**src/rtl/fir_coe_ctrl.sv**
```systemverilog
`timescale 1ns/1ps
`default_nettype none
// ============================================================================
// Module : fir_coe_ctrl
// Brief  : Double-buffered FIR coefficient reload with swap-on-idle.
// Rev    : 1.0  initial release
// ============================================================================
module fir_coe_ctrl #(
    parameter int COE_WIDTH = 16,
    parameter int COE_NUM   = 29
) (
    input  logic                           clk_i,
    input  logic                           arstn_i,
    input  logic [COE_WIDTH-1:0]           s_coe_tdata,
    input  logic                           s_coe_tvalid,
    output logic                           s_coe_tready,
    input  logic                           s_coe_tlast,
    input  logic                           fir_busy_i,
    output logic                           fir_hold_o,
    output logic [COE_NUM*COE_WIDTH-1:0]   coe_o,
    output logic                           bank_sel_o,
    output logic                           swap_done_o,
    output logic                           load_err_o,
    input  logic                           err_clr_i
);

    localparam int c_CNT_W = (COE_NUM > 1) ? $clog2(COE_NUM) : 1;
    localparam logic [c_CNT_W-1:0] c_LAST = c_CNT_W'(COE_NUM - 1);

    typedef enum logic [1:0] {
        ST_IDLE      = 2'd0,
        ST_LOAD      = 2'd1,
        ST_WAIT_IDLE = 2'd2,
        ST_DRAIN     = 2'd3
    } state_t;

    state_t               r_state;
    logic [c_CNT_W-1:0]   r_cnt;
    logic                 r_tready;
    logic                 r_hold;
    logic                 r_bank_sel;
    logic                 r_swap_done;
    logic                 r_err;

    logic                 w_accept;
    logic                 w_wr_en;
    logic                 w_at_last;
    logic                 w_err_set;

    assign w_accept  = s_coe_tvalid & r_tready;
    assign w_at_last = (r_cnt == c_LAST);
    assign w_wr_en   = w_accept & ((r_state == ST_IDLE) | (r_state == ST_LOAD));

    // Framing error: tlast on the first beat, or tlast disagreeing with the final tap.
    assign w_err_set = w_accept & (((r_state == ST_IDLE) & s_coe_tlast) |
                                   ((r_state == ST_LOAD) & (s_coe_tlast != w_at_last)));

    always_ff @(posedge clk_i or negedge arstn_i) begin
        if (!arstn_i) begin
            r_state     <= ST_IDLE;
            r_cnt       <= '0;
            r_tready    <= 1'b0;
            r_hold      <= 1'b0;
            r_bank_sel  <= 1'b0;
            r_swap_done <= 1'b0;
        end else begin
            r_swap_done <= 1'b0;
            case (r_state)
                ST_IDLE: begin
                    r_tready <= 1'b1;
                    if (w_accept) begin
                        if (s_coe_tlast) begin
                            r_cnt <= '0;
                        end else begin
                            r_cnt   <= c_CNT_W'(1);
                            r_state <= ST_LOAD;
                        end
                    end
                end
                ST_LOAD: begin
                    if (w_accept) begin
                        if (w_at_last) begin
                            r_cnt <= '0;
                            if (s_coe_tlast) begin
                                r_state  <= ST_WAIT_IDLE;
                                r_tready <= 1'b0;
                                r_hold   <= 1'b1;
                            end else begin
                                r_state <= ST_DRAIN;
                            end
                        end else if (s_coe_tlast) begin
                            r_cnt   <= '0;
                            r_state <= ST_IDLE;
                        end else begin
                            r_cnt <= r_cnt + 1'b1;
                        end
                    end
                end
                ST_DRAIN: begin
                    if (w_accept && s_coe_tlast) begin
                        r_cnt   <= '0;
                        r_state <= ST_IDLE;
                    end
                end
                ST_WAIT_IDLE: begin
                    if (!fir_busy_i) begin
                        r_bank_sel  <= ~r_bank_sel;
                        r_swap_done <= 1'b1;
                        r_hold      <= 1'b0;
                        r_tready    <= 1'b1;
                        r_state     <= ST_IDLE;
                    end
                end
                default: begin
                    r_state <= ST_IDLE;
                    r_cnt   <= '0;
                end
            endcase
        end
    end

    // Set has priority over clear so an error in the clearing cycle is not lost.
    always_ff @(posedge clk_i or negedge arstn_i) begin
        if (!arstn_i) begin
            r_err <= 1'b0;
        end else begin
            r_err <= w_err_set | (r_err & ~err_clr_i);
        end
    end

    for (genvar i = 0; i < COE_NUM; i++) begin : g_tap
        localparam logic [c_CNT_W-1:0] c_IDX = c_CNT_W'(i);
        logic [COE_WIDTH-1:0] r_tap0;
        logic [COE_WIDTH-1:0] r_tap1;

        // Only the shadow bank (the one not selected) is ever written.
        always_ff @(posedge clk_i or negedge arstn_i) begin
            if (!arstn_i) begin
                r_tap0 <= '0;
                r_tap1 <= '0;
            end else if (w_wr_en && (r_cnt == c_IDX)) begin
                if (r_bank_sel) begin
                    r_tap0 <= s_coe_tdata;
                end else begin
                    r_tap1 <= s_coe_tdata;
                end
            end
        end

        assign coe_o[i*COE_WIDTH +: COE_WIDTH] = r_bank_sel ? r_tap1 : r_tap0;
    end

    assign s_coe_tready = r_tready;
    assign fir_hold_o   = r_hold;
    assign bank_sel_o   = r_bank_sel;
    assign swap_done_o  = r_swap_done;
    assign load_err_o   = r_err;

endmodule
`default_nettype wire

```
**config.mk**
```make
export PLATFORM = sky130hd
export DESIGN_NAME = fir_coe_ctrl
export DESIGN_NICKNAME = d
export VERILOG_FILES = /design/src/rtl/fir_coe_ctrl.sv
export SDC_FILE = /design/constraint.sdc
export NUM_CORES = 1
export LEC_CHECK = 0
export ABC_AREA = 1
export CAP_MARGIN = 20
export CORE_ASPECT_RATIO = 0.75
export CORE_MARGIN = 3
export CORE_UTILIZATION = 51
export CTS_CLUSTER_DIAMETER = 50
export DETAILED_ROUTE_END_ITERATION = 12
export PLACE_DENSITY_LB_ADDON = 0.3
export SLEW_MARGIN = 5
export SYNTH_ARGS = -nofsm -noshare
export SYNTH_HDL_FRONTEND = slang
export SYNTH_SLANG_ARGS = --single-unit
export TNS_END_PERCENT = 30
```
**constraint.sdc**
```tcl
create_clock -name clk_i -period 5 [get_ports clk_i]
set_input_delay 0.5 -clock clk_i [delete_from_list [all_inputs] [get_ports clk_i]]
set_output_delay 0.5 -clock clk_i [all_outputs]
set_load 0.01 [all_outputs]
```
Yosys cells after proc, flatten, opt, wreduce, memory -nomap -nowiden
Cells that the tools add are included.
{"block": "word_totals", "input_bits": 22, "reg_bits": 940}
{"block": "classes", "muxes": 57, "eq_ne": 40, "bitwise": 12, "add_sub_neg": 1, "reduce_logical": 98}
{"cell": "$mux W16", "n": 29}
{"cell": "$reduce_and A2 Y1", "n": 59}
{"cell": "$eq A5 B5 Y1 const B", "n": 13}
{"cell": "$eq A5 B4 Y1 const B", "n": 8}
{"cell": "$logic_and A1 B1 Y1", "n": 30}
{"cell": "$mux W5", "n": 5}
{"cell": "$eq A5 B3 Y1 const B", "n": 4}
{"cell": "$pmux W5 S3", "n": 1}
{"cell": "$mux W2", "n": 7}
{"cell": "$ne A2 B2 Y1 const B", "n": 7}
{"cell": "$mux W1", "n": 12}
{"cell": "$eq A5 B2 Y1 const B", "n": 2}
{"cell": "$reduce_and A5 Y1", "n": 2}
{"cell": "$pmux W2 S4", "n": 1}
{"cell": "$and A1 B1 Y1", "n": 6}
{"cell": "$reduce_and A6 Y1", "n": 1}
{"cell": "$reduce_bool A3 Y1", "n": 2}
{"cell": "$add A5 B1 Y5 const B", "n": 1}
{"cell": "$eq A5 B1 Y1 const B", "n": 1}
{"cell": "$logic_not A5 Y1", "n": 1}
{"cell": "$eq A2 B2 Y1 const B", "n": 2}
{"cell": "$reduce_and A4 Y1", "n": 1}
{"cell": "$ne A3 B3 Y1 const B", "n": 1}
{"cell": "$not A1 Y1", "n": 3}
{"cell": "7 further kinds", "n": 9}

Logic depth before layout (Yosys ltp)
{"block": "logic_depth", "ltp_word": 6, "depth_mapped": 12}

Least setup slack after synthesis
No wires, ideal clock.
{"block": "synth_timing", "path_type": "flip-flop to output port", "startpoint": "reg r_bank_sel, in the netlist bank_sel_o", "endpoint": "out coe_o[270]", "path_buffers": 4, "arrival_ps": 1539, "slack_ps": 2961, "path_stages_with_launch": 8, "path_cell_list": "dfrtp_1 buf_4 inv_2 buf_2 buf_2 buf_2 nand2_1 nand2_1"}
{"block": "synth_via", "elab_chain_len": 1}
{"element": "start: declaration", "line_no": "41", "source": "logic r_bank_sel;"}
{"element": "start signal: assignment", "line_no": "107", "source": "r_bank_sel <= ~r_bank_sel;"}
{"element": "$mux W16", "line_no": "150", "source": "assign coe_o[i*COE_WIDTH +: COE_WIDTH] = r_bank_sel ? r_tap1 : r_tap0;"}
{"element": "end: declaration", "line_no": "20", "source": "output logic [COE_NUM*COE_WIDTH-1:0] coe_o,"}
Every way passes these cells.

Worst setup path after layout
{"block": "layout_timing", "startpoint": "reg r_bank_sel, in the netlist bank_sel_o", "endpoint": "out coe_o[367]"}
The elaborated chain is that of the path after synthesis.

==> metrics.yaml <==
run_status: "finished clean"
powerDensity_mw_per_mm2: 396
max_slew_margin: 0.124
cp_cell_sequence: "buf_12, buf_4, nand2_1, nand2_1, clkdlybuf4s50_1"
start_util: 0.519
yosysSeqAreaShare: 0.584
max_cap_viol_count: 0
dr.pass1.iters: 6
root_buffer: "clkbuf_16"
ys_seq_elements: 940
synthArstFlopShare: 1.00
ys_top_cells_by_area: "dfrtp_1 58%, nand2_1 22%, o21ai_0 7.4%"
vias_per_cell: 5.36
rsz0062_at_grt: "no"
fp.dieH_um: 249
area_growth_pct: 20.1
fmaxAchievable_mhz: 248
hold_viol_final: 0
critPathLaunchType: "register"
cp-end-kind: "output port"
cts_hold_buf: 1
met1_usage: 0.417
yosysMostFrequentCell: "nand2_1"
fin_skew_ps: 21.9
cts_resized: 0
p_total_mw: 19.1
grt_use_met3: 0.0565
min_period_over_period: 0.808
period_minus_slack_ps: 4040
grt_max_degree: 211
netlist_top_cells_count: "2350 x nand2_1, 940 x dfrtp_1, 599 x o21ai_0"
cts_num_sinks: 940
clock_tree.buffer_depth: 3
worst-setup-path-type: "reg -> out"
cts_max_level: 3
yosys_warnings: 0
grt_busiest_layer: "met2"
power.leakage_nw: 23.1
dp.cells: 5957
die_area_mm2: 0.0825
cts_tree: "yes"
drc: 0
finalSetupViolCount: 0
netlist-cell-type-count: 29
wl_um: 120000
slowest_stage: "dfrtp_4"
synth_edf_count: 0
max_stage_delay_ps: 860
tightest_slew_ps: 1310
core_area_mm2: 0.0776
row_count: 88
hpwl_um: 72400
yosysTopAreaCell: "dfrtp_1"
drtIter0Drc: 3746
place_congestion: 0.803
tns_ps: 0
grt_pass1_wl_um: 185000
drt-wirelength-per-cell_um: 19.5
ioPinCount: 491
grt_pass1_vias: 30928
synth_flop_cell: "dfrtp_1"
syn_area_per_cell_um2: 8.45
fin_nets: 5052
syn_inst: 4767
crit_fanout: 108
syn-num-nets: 4796
numCtsBuffers: 93
post-route-util: 0.623
synthDominantCellAreaShare: 0.584
drive_above_1_share: 0.0555
path_common_cell: "nand2_1"
grt.met2_usage: 0.440
dieWidth_um: 331
num_vias: 32900
syn_area_mm2: 0.0403
hold_class: "in -> reg"
clkTransAtPathRegs_ps: 60
clk_latency_ps: 650
final_cells: 6136
crit_required_ps: 4500
grt_remaining_overflow: 0
cts_setup_buffers: 0
postRouteAntennaNets: 0
antenna_found_initial: 5
drv_slew: 0
ir_drop_mv: 0.264
io_buffers: 490
hold_ws_ps: 434
arrival_ps: 3540
grt_use_total: 0.289
==> area by class of cell <==
cell class | instances | area, um2
tap | 1035 | 1290
fill | 6522 | 29200
inverter | 38 | 153
sequential | 940 | 23500
clock inverter | 29 | 360
multi-input combinational | 3404 | 14700
antenna | 2 | 5.00
clock buffer | 142 | 2810
timing repair buffer | 546 | 5530
==> logic make-up (layout without fill, tap and decap cells) <==
group / count (synthesis) / count (layout) / synth area share
simple gates: 2458 / 2458 / 0.246
flops: 940 / 940 / 0.584
compound gates: 937 / 937 / 0.116
buf+inv: 423 / 755 / 0.0513
fa+ha+maj: 7 / 7 / 0.00217
xor+xnor: 2 / 2 / 0.000435
other cells: 0 / 2 / 0
==> sequential cells by signal (all words and copies together), names as in the netlist <==
register      cells
r_state           2
bank_sel_o        1
s_coe_tready      1
load_err_o        1
fir_hold_o        1
swap_done_o       1
g_tap.r_tap0    464
g_tap.r_tap1    464
r_cnt             5
==> report_power, final <==
| part | internal, mW | leakage [nW] | switching [mW] | total, mW |
|---|---|---|---|---|
| clock network | 4.25 | 1.57 | 2.98 | 7.23 |
| registers | 8.41 | 13.0 | 0.448 | 8.86 |
| logic | 1.26 | 8.53 | 1.80 | 3.06 |
==> through the flow <==
step	instance area, um2	setup slack [ps]
final	48400	960
after global routing	48400	797
after CTS	48300	953
after detailed placement	45100	1610
after global placement	45100	1460
after floorplan	40300	2960
==> per-layer routing <==
layer	wire length (um)	share of wire
met1	52200	0.44
met2	55100	0.46
met3	8370	0.070
met4	4030	0.034
met5	31	0.00026
==> placed cells by master, fill, tap and decap left out, types with 3 or more instances in the layout <==
master	instances
buf_12	13
buf_4	37
buf_8	6
bufinv_16	7
clkbuf_1	21
clkbuf_16	95
clkbuf_8	26
clkdlybuf4s50_1	489
clkinv_2	15
dfrtp_1	939
ha_1	7
inv_1	19
inv_2	17
inv_6	4
nand2_1	2350
nand3_1	34
nand3_4	40
nor2_1	15
nor2_2	9
nor2_4	3
o21ai_0	599
o21ai_1	334
==> path summary, 6_finish.rpt <==
check	slack [ps]	endpoint	start	cells past startpoint
setup reg to reg	1730	g_tap[14].r_tap1[8]	bank_sel_o	4
hold / removal	430	load_err_o	err_clr_i	2
min in group asynchronous	440	g_tap[5].r_tap0[10]	arstn_i	2
hold reg to reg	480	g_tap[8].r_tap0[5]	g_tap[8].r_tap0[5]	2
max in group asynchronous	3100	g_tap[23].r_tap1[2]	arstn_i	4
setup / recovery	960	coe_o[367]	bank_sel_o	5
==> worst max-delay path: cells and delay by family (launching register included) <==
family,cells,cell delay (ps)
flops,1,860
buf+inv,3,1710
simple gates,2,250
Power figures use the tool's default switching activity.
